## src/rtl/alu_pkg.sv

```systemverilog
// Shared ALU definitions: opcode encodings and the multiply sequencer state type.
package alu_pkg;
  localparam logic [2:0] ALU_ADD = 3'b000;
  localparam logic [2:0] ALU_SUB = 3'b001;
  localparam logic [2:0] ALU_AND = 3'b010;
  localparam logic [2:0] ALU_OR  = 3'b011;
  localparam logic [2:0] ALU_SRL = 3'b100;
  localparam logic [2:0] ALU_SLT = 3'b101;
  localparam logic [2:0] ALU_XOR = 3'b110;
  localparam logic [2:0] ALU_SLL = 3'b111;

  typedef enum logic [1:0] {
    IDLE = 2'd0,
    RUN  = 2'd1,
    DONE = 2'd2
  } mul_state_t;
endpackage

```

## src/rtl/alu_mul_seq.sv

```systemverilog
// Shift-add multiply sequencer that borrows the EX-stage ALU for one add per
// multiplier bit; transparent pass-through of the pipeline's ALU request when idle.
module alu_mul_seq
  import alu_pkg::*;
#(
  parameter int EARLY_EXIT = 1
) (
  input  logic        clk,
  input  logic        reset,
  input  logic        start,
  input  logic [31:0] op_a,
  input  logic [31:0] op_b,
  output logic        ready,
  output logic        busy,
  output logic        done,
  output logic [31:0] product,
  input  logic [31:0] ExSrcA,
  input  logic [31:0] ExSrcB,
  input  logic [2:0]  ExALUControl,
  output logic [31:0] SrcA,
  output logic [31:0] SrcB,
  output logic [2:0]  ALUControl,
  input  logic [31:0] aluresult
);

  mul_state_t  state, state_d;
  logic [31:0] m, q, p;
  logic [4:0]  cnt;
  logic        last;

  // Last iteration: all 32 bits consumed, or no set multiplier bits remain above Q[0].
  assign last = (cnt == 5'd31) || ((EARLY_EXIT != 0) && (q[31:1] == 31'd0));

  always_comb begin
    state_d    = state;
    ready      = 1'b0;
    busy       = 1'b1;
    done       = 1'b0;
    SrcA       = p;
    SrcB       = '0;
    ALUControl = ALU_ADD;
    case (state)
      IDLE: begin
        ready      = 1'b1;
        busy       = 1'b0;
        SrcA       = ExSrcA;
        SrcB       = ExSrcB;
        ALUControl = ExALUControl;
        if (start) state_d = RUN;
      end
      RUN: begin
        SrcB = q[0] ? m : '0;
        if (last) state_d = DONE;
      end
      DONE: begin
        done    = 1'b1;
        state_d = IDLE;
      end
      default: state_d = IDLE;
    endcase
  end

  always_ff @(posedge clk or posedge reset) begin
    if (reset) begin
      state   <= IDLE;
      m       <= '0;
      q       <= '0;
      p       <= '0;
      cnt     <= '0;
      product <= '0;
    end else begin
      state <= state_d;
      if (state == IDLE && start) begin
        m   <= op_a;
        q   <= op_b;
        p   <= '0;
        cnt <= '0;
      end else if (state == RUN) begin
        p   <= aluresult;
        m   <= m << 1;
        q   <= q >> 1;
        cnt <= cnt + 5'd1;
        if (last) product <= aluresult;
      end
    end
  end

endmodule

```

## config.mk

```make
export PLATFORM = sky130hd
export DESIGN_NAME = alu_mul_seq
export DESIGN_NICKNAME = d
export VERILOG_FILES = /design/src/rtl/alu_pkg.sv /design/src/rtl/alu_mul_seq.sv
export SDC_FILE = /design/constraint.sdc
export NUM_CORES = 1
export LEC_CHECK = 0
export ABC_CLOCK_PERIOD_IN_PS = 5700
export CORE_ASPECT_RATIO = 0.6
export CORE_MARGIN = 1
export CORE_UTILIZATION = 44
export CTS_CLUSTER_SIZE = 24
export DETAILED_ROUTE_END_ITERATION = 7
export PLACE_DENSITY = 0.82
export SYNTH_ARGS = -nofsm -noshare
export SYNTH_HDL_FRONTEND = slang
export SYNTH_SLANG_ARGS = --single-unit
export TNS_END_PERCENT = 50
```

## constraint.sdc

```tcl
create_clock -name clk -period 5.7 [get_ports clk]
set_input_delay 1.14 -clock clk [delete_from_list [all_inputs] [get_ports clk]]
set_output_delay 1.14 -clock clk [all_outputs]
set_load 0.01 [all_outputs]
```

## Word-level counts from Yosys, hierarchy flattened

Index checks and enable logic that the tools add are counted.

| word-level totals | value |
|---|---|
| register bits | 135 |
| latch bits | 0 |
| RAM bits | 0 |
| ROM bits | 0 |
| output and inout bits | 102 |
| word-level logic and storage cells | 38 |
| memories kept | 0 |

| cells by class | value |
|---|---|
| add/subtract/negate cells | 1 |
| multipliers | 0 |
| divide/modulo/power cells | 0 |
| magnitude comparators | 0 |
| equality and inequality tests | 5 |
| shifts and indexed selects | 0 |
| multiplexer cells | 18 |
| bitwise operators | 1 |
| reductions and logical operators | 7 |

Operators with widths:

| operator | count |
|---|---|
| $mux 32 | 8 |
| $pmux 32 s2 | 1 |
| $logic_not 31->1 | 1 |
| $mux 5 | 2 |
| $add 5x1->5 const B | 1 |
| $eq 5x5->1 const B | 1 |
| $mux 2 | 2 |
| $ne 2x2->1 const B | 2 |
| $pmux 2 s2 | 1 |
| $mux 1 | 3 |
| $mux 3 | 1 |
| $reduce_and 3->1 | 1 |
| $eq 2x1->1 const B | 1 |
| $eq 2x2->1 const B | 1 |
| $logic_not 2->1 | 1 |
| $reduce_and 2->1 | 1 |
| $reduce_bool 2->1 | 1 |
| $logic_and 1x1->1 | 1 |
| $logic_or 1x1->1 | 1 |
| $not 1->1 | 1 |

## Depth between registers and ports, before layout

| logic depth | value |
|---|---|
| word-level depth | 4 |
| gate-level depth with buffers | 7 |
| gate-level depth less buffers | 6 |

## Least setup slack after synthesis

No wires, ideal clock.

| timing | value |
|---|---|
| path type | input to output |
| start point | in ExSrcA[27] |
| end point | out SrcA[27] |
| arrival time | 1.415 ns |
| required time | 4.560 ns |
| slack | 3.145 ns |
| cell stages on the path | 1 |
| path buffers | 0 |
| cells stage by stage | mux2_2 |

| between the ends | value |
|---|---|
| longest elaborated chain between the ends | 1 |

RTL lines:

| element | RTL line | source |
|---|---|---|
| start, declared | alu_mul_seq.sv:17 | `input logic [31:0] ExSrcA,` |
| $mux 32 | alu_mul_seq.sv:42 | `case (state)` |
| end, declared | alu_mul_seq.sv:20 | `output logic [31:0] SrcA,` |

Every way passes these cells.

## Worst setup path after layout

| timing | value |
|---|---|
| start point | reg state[0] |
| end point | out SrcB[22] |

| between the ends | value |
|---|---|
| longest elaborated chain between the ends | 2 |
| elaborated cells between the ends (all ways) | 3 |
| classes of those cells | 1 x eq/ne; 1 x mux; 1 x reduce/logical |

RTL lines:

| element | RTL line | source |
|---|---|---|
| start, declared | alu_mul_seq.sv:26 | `mul_state_t state, state_d;` |
| start signal, assigned | alu_mul_seq.sv:72 | `state <= state_d;` |
| $eq 2x1->1 or $logic_not 2->1 (tied branches) | alu_mul_seq.sv:42 |  |
| $pmux 32 s2 * | alu_mul_seq.sv:42 |  |
| end, declared | alu_mul_seq.sv:21 | `output logic [31:0] SrcB,` |

Every way passes the cells marked *; elsewhere a longest branch is shown, timed or not.

==> run_results.csv <==
group,metric,value,unit
sta,finalClockSkew,0.0126,ns
layout,layout.cells.most_common_list,"267 x sky130_fd_sc_hd__clkdlybuf4s50_1, 201 x sky130_fd_sc_hd__nand2_1, 135 x sky130_fd_sc_hd__dfrtp_1, 51 x sky130_fd_sc_hd__nor2_1, 49 x sky130_fd_sc_hd__a31oi_1",
sta,final_period_minus_worst_setup_slack,3.94,ns
floorplanning,ioPinCount,268,
layout,antenna_cells,0,
sta,rsz0062_at_grt,"no",
min_path,whs_path_depth,2,
power_and_ir_drop,leakage_power_summed_over_all_cells,4.45,nW
sta,finalHoldViolCount,0,
floorplanning,coreArea,15300,um2
route,first_iter_violations,354,
placement,place_congestion,0.834,
synth,synth_top_cells_by_area,"sky130_fd_sc_hd__dfrtp_1 49%, sky130_fd_sc_hd__nand2_1 11%, sky130_fd_sc_hd__mux2_2 5.2%",
sta,timing.setup.tns,0,ns
clock_network,cts_max_level,4,
global_route,global_route_wire_length_before_repair,33400,um
layout,most_frequent_standard_cell_in_the_layout_excluding_fill_and_tap_cells,"sky130_fd_sc_hd__clkdlybuf4s50_1",
floorplanning,die-width,164,um
layout,final_core_util,67.0,%
route,drtAntennaViolNets,0,
setup_path,timing.critical_path.to_type,"output pin",
layout,syn_to_final_growth,48.8,%
synth,synth_seq_cells,135,
synth,synth.net_count,948,
setup_path,critical_path_buf_inv_count,1,
synth,synth_area,6900,um2
min_path,min_from,"q[17]$_DFFE_PP0P_",
clock_network,cts_buffers,17,
outcome,outcome,"finished, final reports clean",
synth,number_of_enable_type_register_cells_in_the_synthesized_netlist,0,
clock_network,post-cts-setup-buffer-count,0,
clock_network,post_cts_resize_count,0,
setup_path,rrSetupSlack,2.71,ns
synth,synth_ff_type,"sky130_fd_sc_hd__dfrtp_1",
global_route,track_usage,26.4,%
sta,slew_headroom,19.1,%
power_and_ir_drop,power.density_cell_area,541,nW/um2
clock_network,clock-sinks,135,
setup_path,start_kind,"flop",
setup_path,critPathArrivalTime,2.80,ns
route,dr_total_vias,6742,
setup_path,slowest_stage,"sky130_fd_sc_hd__and2_1",
layout,design.final.nets,1177,
placement,post-dp-hpwl,14400,um
floorplanning,design.die.area,16200,um2
sta,min_period_over_period,69.1,%
floorplanning,start_util,45.0,%
setup_path,worstPathMaxFanout,31,
setup_path,required_time_at_the_endpoint_of_the_critical_path,4.56,ns
setup_path,timing.reg2reg.worst_path_depth,6,
synth,synthesis.yosys.warnings,0,
global_route,grt_pass1_vias,6436,
route,detail_route.first_pass.iterations,5,
setup_path,crit_chain,"nor2b_4 > and2_1 > a22o_1 > clkdlybuf4s50_1",
min_path,min_to,"q[17]$_DFFE_PP0P_",
min_path,min-delay-path-class,"reg2reg",
global_route,initial_antenna_violation_count,0,
synth,ys_seq_area_share,49.0,%
sta,tightest_slew,1.21,ns
sta,clock.fmax,254,MHz
synth,synth_cell_types,33,
setup_path,timing.rr.end,"cnt[2]$_DFFE_PP0P_",
synth,avgSynthCellArea,8.85,um2
route,detail_route.drc_violations,0,
sta,slew_violations,0,
clock_network,worst_setup_hold_path_clk_slew,0.06,ns
clock_network,cts_tree,"done",
synth,yosysTopAreaCell,"sky130_fd_sc_hd__dfrtp_1",
sta,whs,0.506,ns
floorplanning,floorplan.die.height,99.0,um
route,wl,21200,um
setup_path,critical_path.top_delay_family,"simple AND/OR/NAND/NOR gates",
route,route.detailed.vias_per_inst,5.50,
global_route,grt.overflow.total,0,
setup_path,worst-setup-path-type,"reg2out",
power_and_ir_drop,max-vdd-ir-drop,0.271,mV
global_route,grt_start_max_net_pins,108,
synth,async_reset_ff_share,100,%
placement,placement.io_buffers,267,
layout,drive_above_1_share,7.83,%
sta,finalSetupViolations,0,
synth,synth_largest_type_area_fraction,49.0,%
flow_run,cap_viol_max_count,0,
clock_network,cts_hold_buf,0,
clock_network,cts.path.max_buffers,2,
setup_path,reg_to_reg_startpoint,"state[0]$_DFFE_PP0P_",
setup_path,critical_path.max_stage_delay,0.86,ns
clock_network,clock_insertion_delay_worst_skew,0.41,ns
route,drt-wirelength-per-cell,17.3,um
floorplanning,fp-row-count,35,
synth,synthesis.instances,780,
clock_network,clk_root_buf,"sky130_fd_sc_hd__clkbuf_16",
-- worst min-delay path: stages (launching register included) --
cell	delay [ns]
sky130_fd_sc_hd__dfrtp_1	0.37
sky130_fd_sc_hd__nand2_1	0.06
sky130_fd_sc_hd__nand2_1	0.05
-- sequential cells by signal (all words and copies together) (netlist names) --
signal   flops
cnt          5
q           32
p           32
m           32
product     32
state        2
-- stage by stage --
stage	instance area, um2	total power [mW]	instances	setup WS, ns
after floorplan	6900	3.23	780	0.949
after global placement	9650	4.35	1193	2.19
after detailed placement	9650	4.43	1193	2.17
after CTS	10300	5.59	1225	1.73
after global routing	10300	5.94	1225	1.60
final	10300	5.56	1225	1.76
-- cell families (layout without fill, tap and decap cells) --
| family | after synthesis | count (layout) | synth area share (%) |
|---|---|---|---|
| AOI/OAI and AO/OA | 198 | 198 | 20.3 |
| xor gates and xnor gates | 1 | 1 | 0.127 |
| adders and majority gates | 2 | 2 | 0.363 |
| buffers and inverters | 100 | 342 | 5.98 |
| DFF | 135 | 135 | 49.0 |
| muxes | 32 | 32 | 5.22 |
| and+or+nand+nor | 312 | 312 | 19.1 |
-- layout make-up --
type | count | area, um2
clock buffers | 22 | 474
clock inverters | 10 | 144
fillers | 1238 | 5060
inverters | 33 | 129
multi-input cells | 545 | 3140
flip-flops and latches | 135 | 3380
well taps | 203 | 254
repair buffers | 277 | 2750
-- Yosys cell counts, types with 20 or more instances --
cell	instances
sky130_fd_sc_hd__or3_1	31
sky130_fd_sc_hd__a22o_1	31
sky130_fd_sc_hd__inv_1	33
sky130_fd_sc_hd__mux2_2	32
sky130_fd_sc_hd__a31oi_1	49
sky130_fd_sc_hd__nand2_1	201
sky130_fd_sc_hd__nor2_1	53
sky130_fd_sc_hd__o311ai_1	24
sky130_fd_sc_hd__dfrtp_1	135
sky130_fd_sc_hd__o21ai_0	40
sky130_fd_sc_hd__a22oi_1	44
sky130_fd_sc_hd__clkbuf_1	37
sky130_fd_sc_hd__buf_2	20
-- how the worst max path moves through the flow --
| stage | start | end | slack (ns) | depth (start not counted) |
|---|---|---|---|---|
| floorplan | reset | cnt[0]$_DFFE_PP0P_ | 0.95 | 1 |
| global placement | ExSrcB[31] | SrcB[31] | 2.19 | 4 |
| detailed placement | state[0]$_DFFE_PP0P_ | SrcB[22] | 2.17 | 4 |
| CTS | state[1]$_DFFE_PP0P_ | SrcA[26] | 1.73 | 4 |
| global route | state[0]$_DFFE_PP0P_ | SrcB[22] | 1.60 | 4 |
| finish | state[0]$_DFFE_PP0P_ | SrcB[22] | 1.76 | 4 |
-- power by group --
group          total [mW]  internal, mW  switching [mW]
logic                2.72          1.37            1.34
registers            1.70          1.37           0.327
clock network        1.14         0.726           0.419
-- layer usage --
metal / track usage (%) / vias up / part of all wire (%)
met5: 0 / - / 0
met4: 7.19 / 0 / 1.2
met3: 6.31 / 20 / 8.0
met2: 42.1 / 285 / 47
met1: 35.9 / 3210 / 44
li1: - / 3227 / -
(Power assumes the default switching activity.)
